## config.mk

```make
export PLATFORM = sky130hd
export DESIGN_NAME = mem_access_controller
export DESIGN_NICKNAME = d
export VERILOG_FILES = /design/src/rtl/mem_ctrl_pkg.sv /design/src/rtl/mem_wait_counter.sv /design/src/rtl/mem_access_controller.sv
export SDC_FILE = /design/constraint.sdc
export NUM_CORES = 1
export LEC_CHECK = 0
export CAP_MARGIN = 20
export CORE_MARGIN = 8
export CORE_UTILIZATION = 44
export CTS_CLUSTER_DIAMETER = 40
export CTS_CLUSTER_SIZE = 10
export DETAILED_ROUTE_END_ITERATION = 8
export GPL_TIMING_DRIVEN = 0
export PLACE_DENSITY = 0.89
export SLEW_MARGIN = 0
export SYNTH_ARGS = -nofsm -noshare
export SYNTH_HDL_FRONTEND = slang
export SYNTH_SLANG_ARGS = --single-unit
```

## constraint.sdc

```tcl
create_clock -name clk -period 4.29 [get_ports clk]
set_input_delay 0.429 -clock clk [delete_from_list [all_inputs] [get_ports clk]]
set_output_delay 0.429 -clock clk [all_outputs]
set_load 0.005 [all_outputs]
```

## src/rtl/mem_ctrl_pkg.sv

```systemverilog
`default_nettype none
// ==========================================================================
// mem_ctrl_pkg : shared encodings for the data-RAM access controller
// Rev 1.0
// ==========================================================================
package mem_ctrl_pkg;

  typedef enum logic [1:0] {
    ST_IDLE   = 2'd0,
    ST_ACCESS = 2'd1,
    ST_DONE   = 2'd2
  } state_t;

  localparam logic [1:0] SIZE_BYTE   = 2'b00;
  localparam logic [1:0] SIZE_WORD   = 2'b10;
  localparam logic       GRANT_FETCH = 1'b0;
  localparam logic       GRANT_DATA  = 1'b1;
  localparam logic       RW_READ     = 1'b1;
  localparam logic       RW_WRITE    = 1'b0;

  // Any size code other than byte is a word access.
  function automatic logic [1:0] norm_size(input logic [1:0] size);
    return (size == SIZE_BYTE) ? SIZE_BYTE : SIZE_WORD;
  endfunction

endpackage
`default_nettype wire

```

## src/rtl/mem_wait_counter.sv

```systemverilog
`default_nettype none
// ==========================================================================
// mem_wait_counter : loadable up-counter, flags the final RAM access cycle
// Rev 1.0
// ==========================================================================
module mem_wait_counter #(
  parameter int WAIT_STATES = 2,
  parameter int CNT_W       = 4
) (
  input  logic clk,
  input  logic reset,
  input  logic load,
  input  logic en,
  output logic last
);

  logic [CNT_W-1:0] cnt_q;
  logic [CNT_W-1:0] cnt_d;

  assign last = (cnt_q == CNT_W'(WAIT_STATES));

  always_comb begin
    cnt_d = cnt_q;
    if (load) begin
      cnt_d = '0;
    end else if (en && !last) begin
      cnt_d = cnt_q + 1'b1;
    end
  end

  always_ff @(posedge clk or negedge reset) begin
    if (!reset) begin
      cnt_q <= '0;
    end else begin
      cnt_q <= cnt_d;
    end
  end

endmodule
`default_nettype wire

```

## src/rtl/mem_access_controller.sv

```systemverilog
`default_nettype none
// ==========================================================================
// mem_access_controller : arbitrates fetch/data requesters onto one RAM port
// Optional macro ARB_ROUND_ROBIN_EN selects alternating collision arbitration.
// Rev 1.0
// ==========================================================================
module mem_access_controller
  import mem_ctrl_pkg::*;
#(
  parameter int ADDR_W      = 8,
  parameter int DATA_W      = 32,
  parameter int WAIT_STATES = 2
) (
  input  logic              clk,
  input  logic              reset,
  input  logic              f_req,
  input  logic [ADDR_W-1:0] f_addr,
  output logic [DATA_W-1:0] f_rdata,
  output logic              f_moc,
  input  logic              d_req,
  input  logic              d_rw,
  input  logic [1:0]        d_size,
  input  logic [ADDR_W-1:0] d_addr,
  input  logic [DATA_W-1:0] d_wdata,
  output logic [DATA_W-1:0] d_rdata,
  output logic              d_moc,
  output logic              ram_en,
  output logic              ram_rw,
  output logic [1:0]        ram_size,
  output logic [ADDR_W-1:0] ram_addr,
  output logic [DATA_W-1:0] ram_wdata,
  input  logic [DATA_W-1:0] ram_rdata,
  output logic              busy
);

  localparam logic [ADDR_W-1:0] WORD_MASK = ~ADDR_W'(3);

  state_t            state_q, state_d;
  logic              grant_q, grant_d;
  logic              rw_q, rw_d;
  logic [1:0]        size_q, size_d;
  logic [ADDR_W-1:0] addr_q, addr_d;
  logic [DATA_W-1:0] wdata_q, wdata_d;
  logic [DATA_W-1:0] rdata_q, rdata_d;
  logic              cnt_last;
  logic              data_wins;
  logic              in_access;
  logic              in_done;
  logic [1:0]        d_size_n;

`ifdef ARB_ROUND_ROBIN_EN
  logic last_grant_q, last_grant_d;
  assign data_wins = (last_grant_q == GRANT_FETCH);
`else
  assign data_wins = 1'b1;
`endif

  assign d_size_n  = norm_size(d_size);
  assign in_access = (state_q == ST_ACCESS);
  assign in_done   = (state_q == ST_DONE);

  mem_wait_counter #(
    .WAIT_STATES (WAIT_STATES),
    .CNT_W       (4)
  ) u_wait_counter (
    .clk   (clk),
    .reset (reset),
    .load  (state_q == ST_IDLE),
    .en    (in_access),
    .last  (cnt_last)
  );

  always_comb begin
    state_d = state_q;
    grant_d = grant_q;
    rw_d    = rw_q;
    size_d  = size_q;
    addr_d  = addr_q;
    wdata_d = wdata_q;
    rdata_d = rdata_q;
`ifdef ARB_ROUND_ROBIN_EN
    last_grant_d = last_grant_q;
`endif
    case (state_q)
      ST_IDLE: begin
        if (f_req || d_req) begin
          state_d = ST_ACCESS;
          if (d_req && (!f_req || data_wins)) begin
            grant_d = GRANT_DATA;
            rw_d    = d_rw;
            size_d  = d_size_n;
            if (d_size_n == SIZE_BYTE) begin
              addr_d  = d_addr;
              wdata_d = {{(DATA_W-8){1'b0}}, d_wdata[7:0]};
            end else begin
              addr_d  = d_addr & WORD_MASK;
              wdata_d = d_wdata;
            end
          end else begin
            grant_d = GRANT_FETCH;
            rw_d    = RW_READ;
            size_d  = SIZE_WORD;
            addr_d  = f_addr & WORD_MASK;
            wdata_d = '0;
          end
`ifdef ARB_ROUND_ROBIN_EN
          last_grant_d = grant_d;
`endif
        end
      end
      ST_ACCESS: begin
        // RAM read data is only valid on the final access cycle.
        if (cnt_last) begin
          if (size_q == SIZE_BYTE) begin
            rdata_d = {{(DATA_W-8){1'b0}}, ram_rdata[7:0]};
          end else begin
            rdata_d = ram_rdata;
          end
          state_d = ST_DONE;
        end
      end
      ST_DONE: begin
        if (!((grant_q == GRANT_DATA) ? d_req : f_req)) begin
          state_d = ST_IDLE;
        end
      end
      default: state_d = ST_IDLE;
    endcase
  end

  always_ff @(posedge clk or negedge reset) begin
    if (!reset) begin
      state_q <= ST_IDLE;
      grant_q <= GRANT_FETCH;
      rw_q    <= RW_WRITE;
      size_q  <= SIZE_BYTE;
      addr_q  <= '0;
      wdata_q <= '0;
      rdata_q <= '0;
`ifdef ARB_ROUND_ROBIN_EN
      last_grant_q <= GRANT_FETCH;
`endif
    end else begin
      state_q <= state_d;
      grant_q <= grant_d;
      rw_q    <= rw_d;
      size_q  <= size_d;
      addr_q  <= addr_d;
      wdata_q <= wdata_d;
      rdata_q <= rdata_d;
`ifdef ARB_ROUND_ROBIN_EN
      last_grant_q <= last_grant_d;
`endif
    end
  end

  // RAM command is driven only while the access is in flight.
  assign ram_en    = in_access;
  assign ram_rw    = in_access & rw_q;
  assign ram_size  = in_access ? size_q  : 2'b00;
  assign ram_addr  = in_access ? addr_q  : '0;
  assign ram_wdata = in_access ? wdata_q : '0;

  assign f_moc   = in_done && (grant_q == GRANT_FETCH);
  assign d_moc   = in_done && (grant_q == GRANT_DATA);
  assign f_rdata = f_moc ? rdata_q : '0;
  assign d_rdata = d_moc ? rdata_q : '0;
  assign busy    = (state_q != ST_IDLE);

endmodule
`default_nettype wire

```

==> results.sh <==
export IMPL_cts_buffers=9
export IMPL_period_needed_ns=2.89
export IMPL_start_kind="register"
export IMPL_path_max_fanout=10
export IMPL_cts_tree="built"
export IMPL_path_clk_slew_ns=0.08
export IMPL_ff2ff_setup_slack_ns=2.33
export IMPL_finalWirelength_um=12500
export IMPL_grt_start_max_net_pins=53
export IMPL_drc=0
export IMPL_critPathArrivalTime_ns=2.46
export IMPL_synth_async_reset_ratio_pct=100
export IMPL_dp_hpwl_um=10000
export IMPL_fp_row_count=34
export IMPL_hold_violations=0
export IMPL_dieArea_um2=12300
export IMPL_initialDrtViolationCount=258
export IMPL_power_density_nw_per_um2=579
export IMPL_cp_required_ns=3.86
export IMPL_slew_viol_final=0
export IMPL_dr_pass1_iters=4
export IMPL_syn_area_um2=3960
export IMPL_antenna_found_initial=0
export IMPL_hp_class="input port to async pin"
export IMPL_status="complete, no violations"
export IMPL_synth_avg_cell_area_um2=10.3
export IMPL_nNetsFinal=680
export IMPL_timing_fmax_mhz=346
export IMPL_maxCapViolCount=0
export IMPL_area_growth_synth_to_final_pct=58.7
export IMPL_worstSetupPathType="register to output port"
export IMPL_ioPinCount=198
export IMPL_numPortBuffers=193
export IMPL_route_detailed_wl_per_inst_um=17.8
export IMPL_grt_pass1_vias=3906
export IMPL_clock_sinks=81
export IMPL_ir_worst_vdd_mv=0.353
export IMPL_vias_per_cell=5.13
export IMPL_fin_ws_ns=1.40
export IMPL_grt_pass1_wl_um=20600
export IMPL_initial_utilization_pct=45.4
export IMPL_synth_edf_count=0
export IMPL_yosysMostFrequentCell="and2_1"
export IMPL_yosys_area_top_type_share_pct=51.2
export IMPL_grt_overflow=0
export IMPL_die_h_um=111
export IMPL_h_tree_depth=3
export IMPL_syn_inst=386
export IMPL_syn_nets=475
export IMPL_postCtsHoldBufs=0
export IMPL_vias=3603
export IMPL_place_area_um2=6050
export IMPL_ant_nets=0
export IMPL_diodes=0
export IMPL_critPathCaptureType="output port"
export IMPL_period_share_pct=67.3
export IMPL_stdcell_area_um2=6280
export IMPL_yosys_area_top_type="dfrtp_1"
export IMPL_die_w_um=111
export IMPL_yosys_top_cells_area="dfrtp_1 51%, and2_1 16%, a22o_1 7.5%, o21ai_0 6.2%, mux2_2 5.1%"
export IMPL_clk_latency_ns=0.33
export IMPL_yosysWarnings=0
export IMPL_ys_seq_elements=81
export IMPL_fin_skew_ns=0.0103
export IMPL_synthTopCellsByCount="104 x and2_1, 81 x dfrtp_1, 49 x o21ai_0, 34 x a22o_1, 28 x nand2_1"
export IMPL_synthDistinctLibCells=31
export IMPL_drive_above_1_share_pct=8.40
export IMPL_ctsLongestPathBuffers=2
export IMPL_core_area_um2=8720
export IMPL_synth_main_ff_cell="dfrtp_1"
export IMPL_synth_seq_area_share_pct=51.2
export IMPL_finalSetupViolations=0
export IMPL_grt_usage_pct=20.4
export IMPL_p_leak_nw=2.71
export IMPL_place_ws_ns=1.79
export IMPL_cts_setup_buffers=0
export IMPL_post_cts_resized=0
export IMPL_grt_setup_unrepaired="false"
export IMPL_cts_root_buf="clkbuf_8"
export IMPL_gp_congestion=0.852
final cells by class:
| cell class | instances | area [µm²] |
|---|---|---|
| fill | 616 | 2440 |
| sequential | 81 | 2030 |
| timing repair buffer | 194 | 1960 |
| multi-input combinational | 268 | 1760 |
| buffer | 31 | 145 |
| tap | 108 | 135 |
| clock buffer | 10 | 128 |
| clock inverter | 5 | 104 |
| inverter | 6 | 22.5 |
report_power, final:
part	switching, W	internal, W	total [W]
sequential	0.000223	0.00111	0.00133
clock	0.000267	0.000385	0.000653
combinational	0.000744	0.000907	0.00165
total	0.00123	0.00240	0.00364
routing by layer:
metal	track usage, %	part of all wire [%]	vias to the layer above
met3	9.42	12	8
met4	5.86	1.0	0
met2	33.3	47	172
met1	23.3	40	1713
met5	0	0	-
li1	-	-	1710
worst max-delay path: stages, from the launching register on:
cell and delay [ns]:
dfrtp_1 0.47, nand2b_1 0.21, nor2_1 0.40, clkbuf_1 0.33
and2_1 0.19, clkdlybuf4s50_1 0.52
layout by cell type, fill, tap and decap left out, types with 7 or more instances in the layout:
master	synthesis	final
a22o_1	34	34
clkdlybuf4s50_1	0	192
clkbuf_1	21	22
clkbuf_8	0	9
mux2_2	18	18
nand3_1	7	7
and2_1	104	104
o21ai_0	49	49
nand2_1	28	28
dfrtp_1	81	81
registers in the layout (all words and copies together), names as in the netlist:
name	count
rw_q	1
u_wait_counter.cnt_q	4
wdata_q	32
size_q	1
rdata_q	32
addr_q	8
state_q	2
grant_q	1
per-stage QoR:
stage | hold WS [ns] | power [W] | setup TNS (ns) | std cells | utilization (%)
after floorplan | 0.133 | 0.00214 | 0 | 386 | -
after detailed placement | 0.388 | 0.00301 | 0 | 688 | 69.4
after global routing | 0.0208 | 0.00390 | 0 | 703 | 72.0
after global placement | 0.479 | 0.00292 | -1.68 | 687 | 69.1
after CTS | 0.0186 | 0.00367 | 0 | 703 | 72.0
final | 0.0235 | 0.00364 | 0 | 703 | 72.0
cell families (layout without fill, tap and decap cells):
group,Yosys count,after routing,synth area share [%]
adder cells (fa/ha/maj),2,2,0.632
flip-flops,81,81,51.2
other,1,1,0.0947
AND/OR/NAND/NOR,152,152,22.0
AO/OA/AOI/OAI,91,91,15.5
buffers and inverters,37,246,4.24
multiplexers,22,22,6.38
worst paths after layout:
check	from	endpoint	depth (start not counted)
max	state_q[0]	f_rdata[29]	5
min	reset	wdata_q[28]	1
max reg2reg	u_wait_counter.cnt_q[0]	rdata_q[12]	7
min reg2reg	wdata_q[30]	wdata_q[30]	1
max in group asynchronous	reset	addr_q[0]	2
min in group clk	wdata_q[30]	wdata_q[30]	1
No activity file was read; power rests on OpenSTA's default activity.
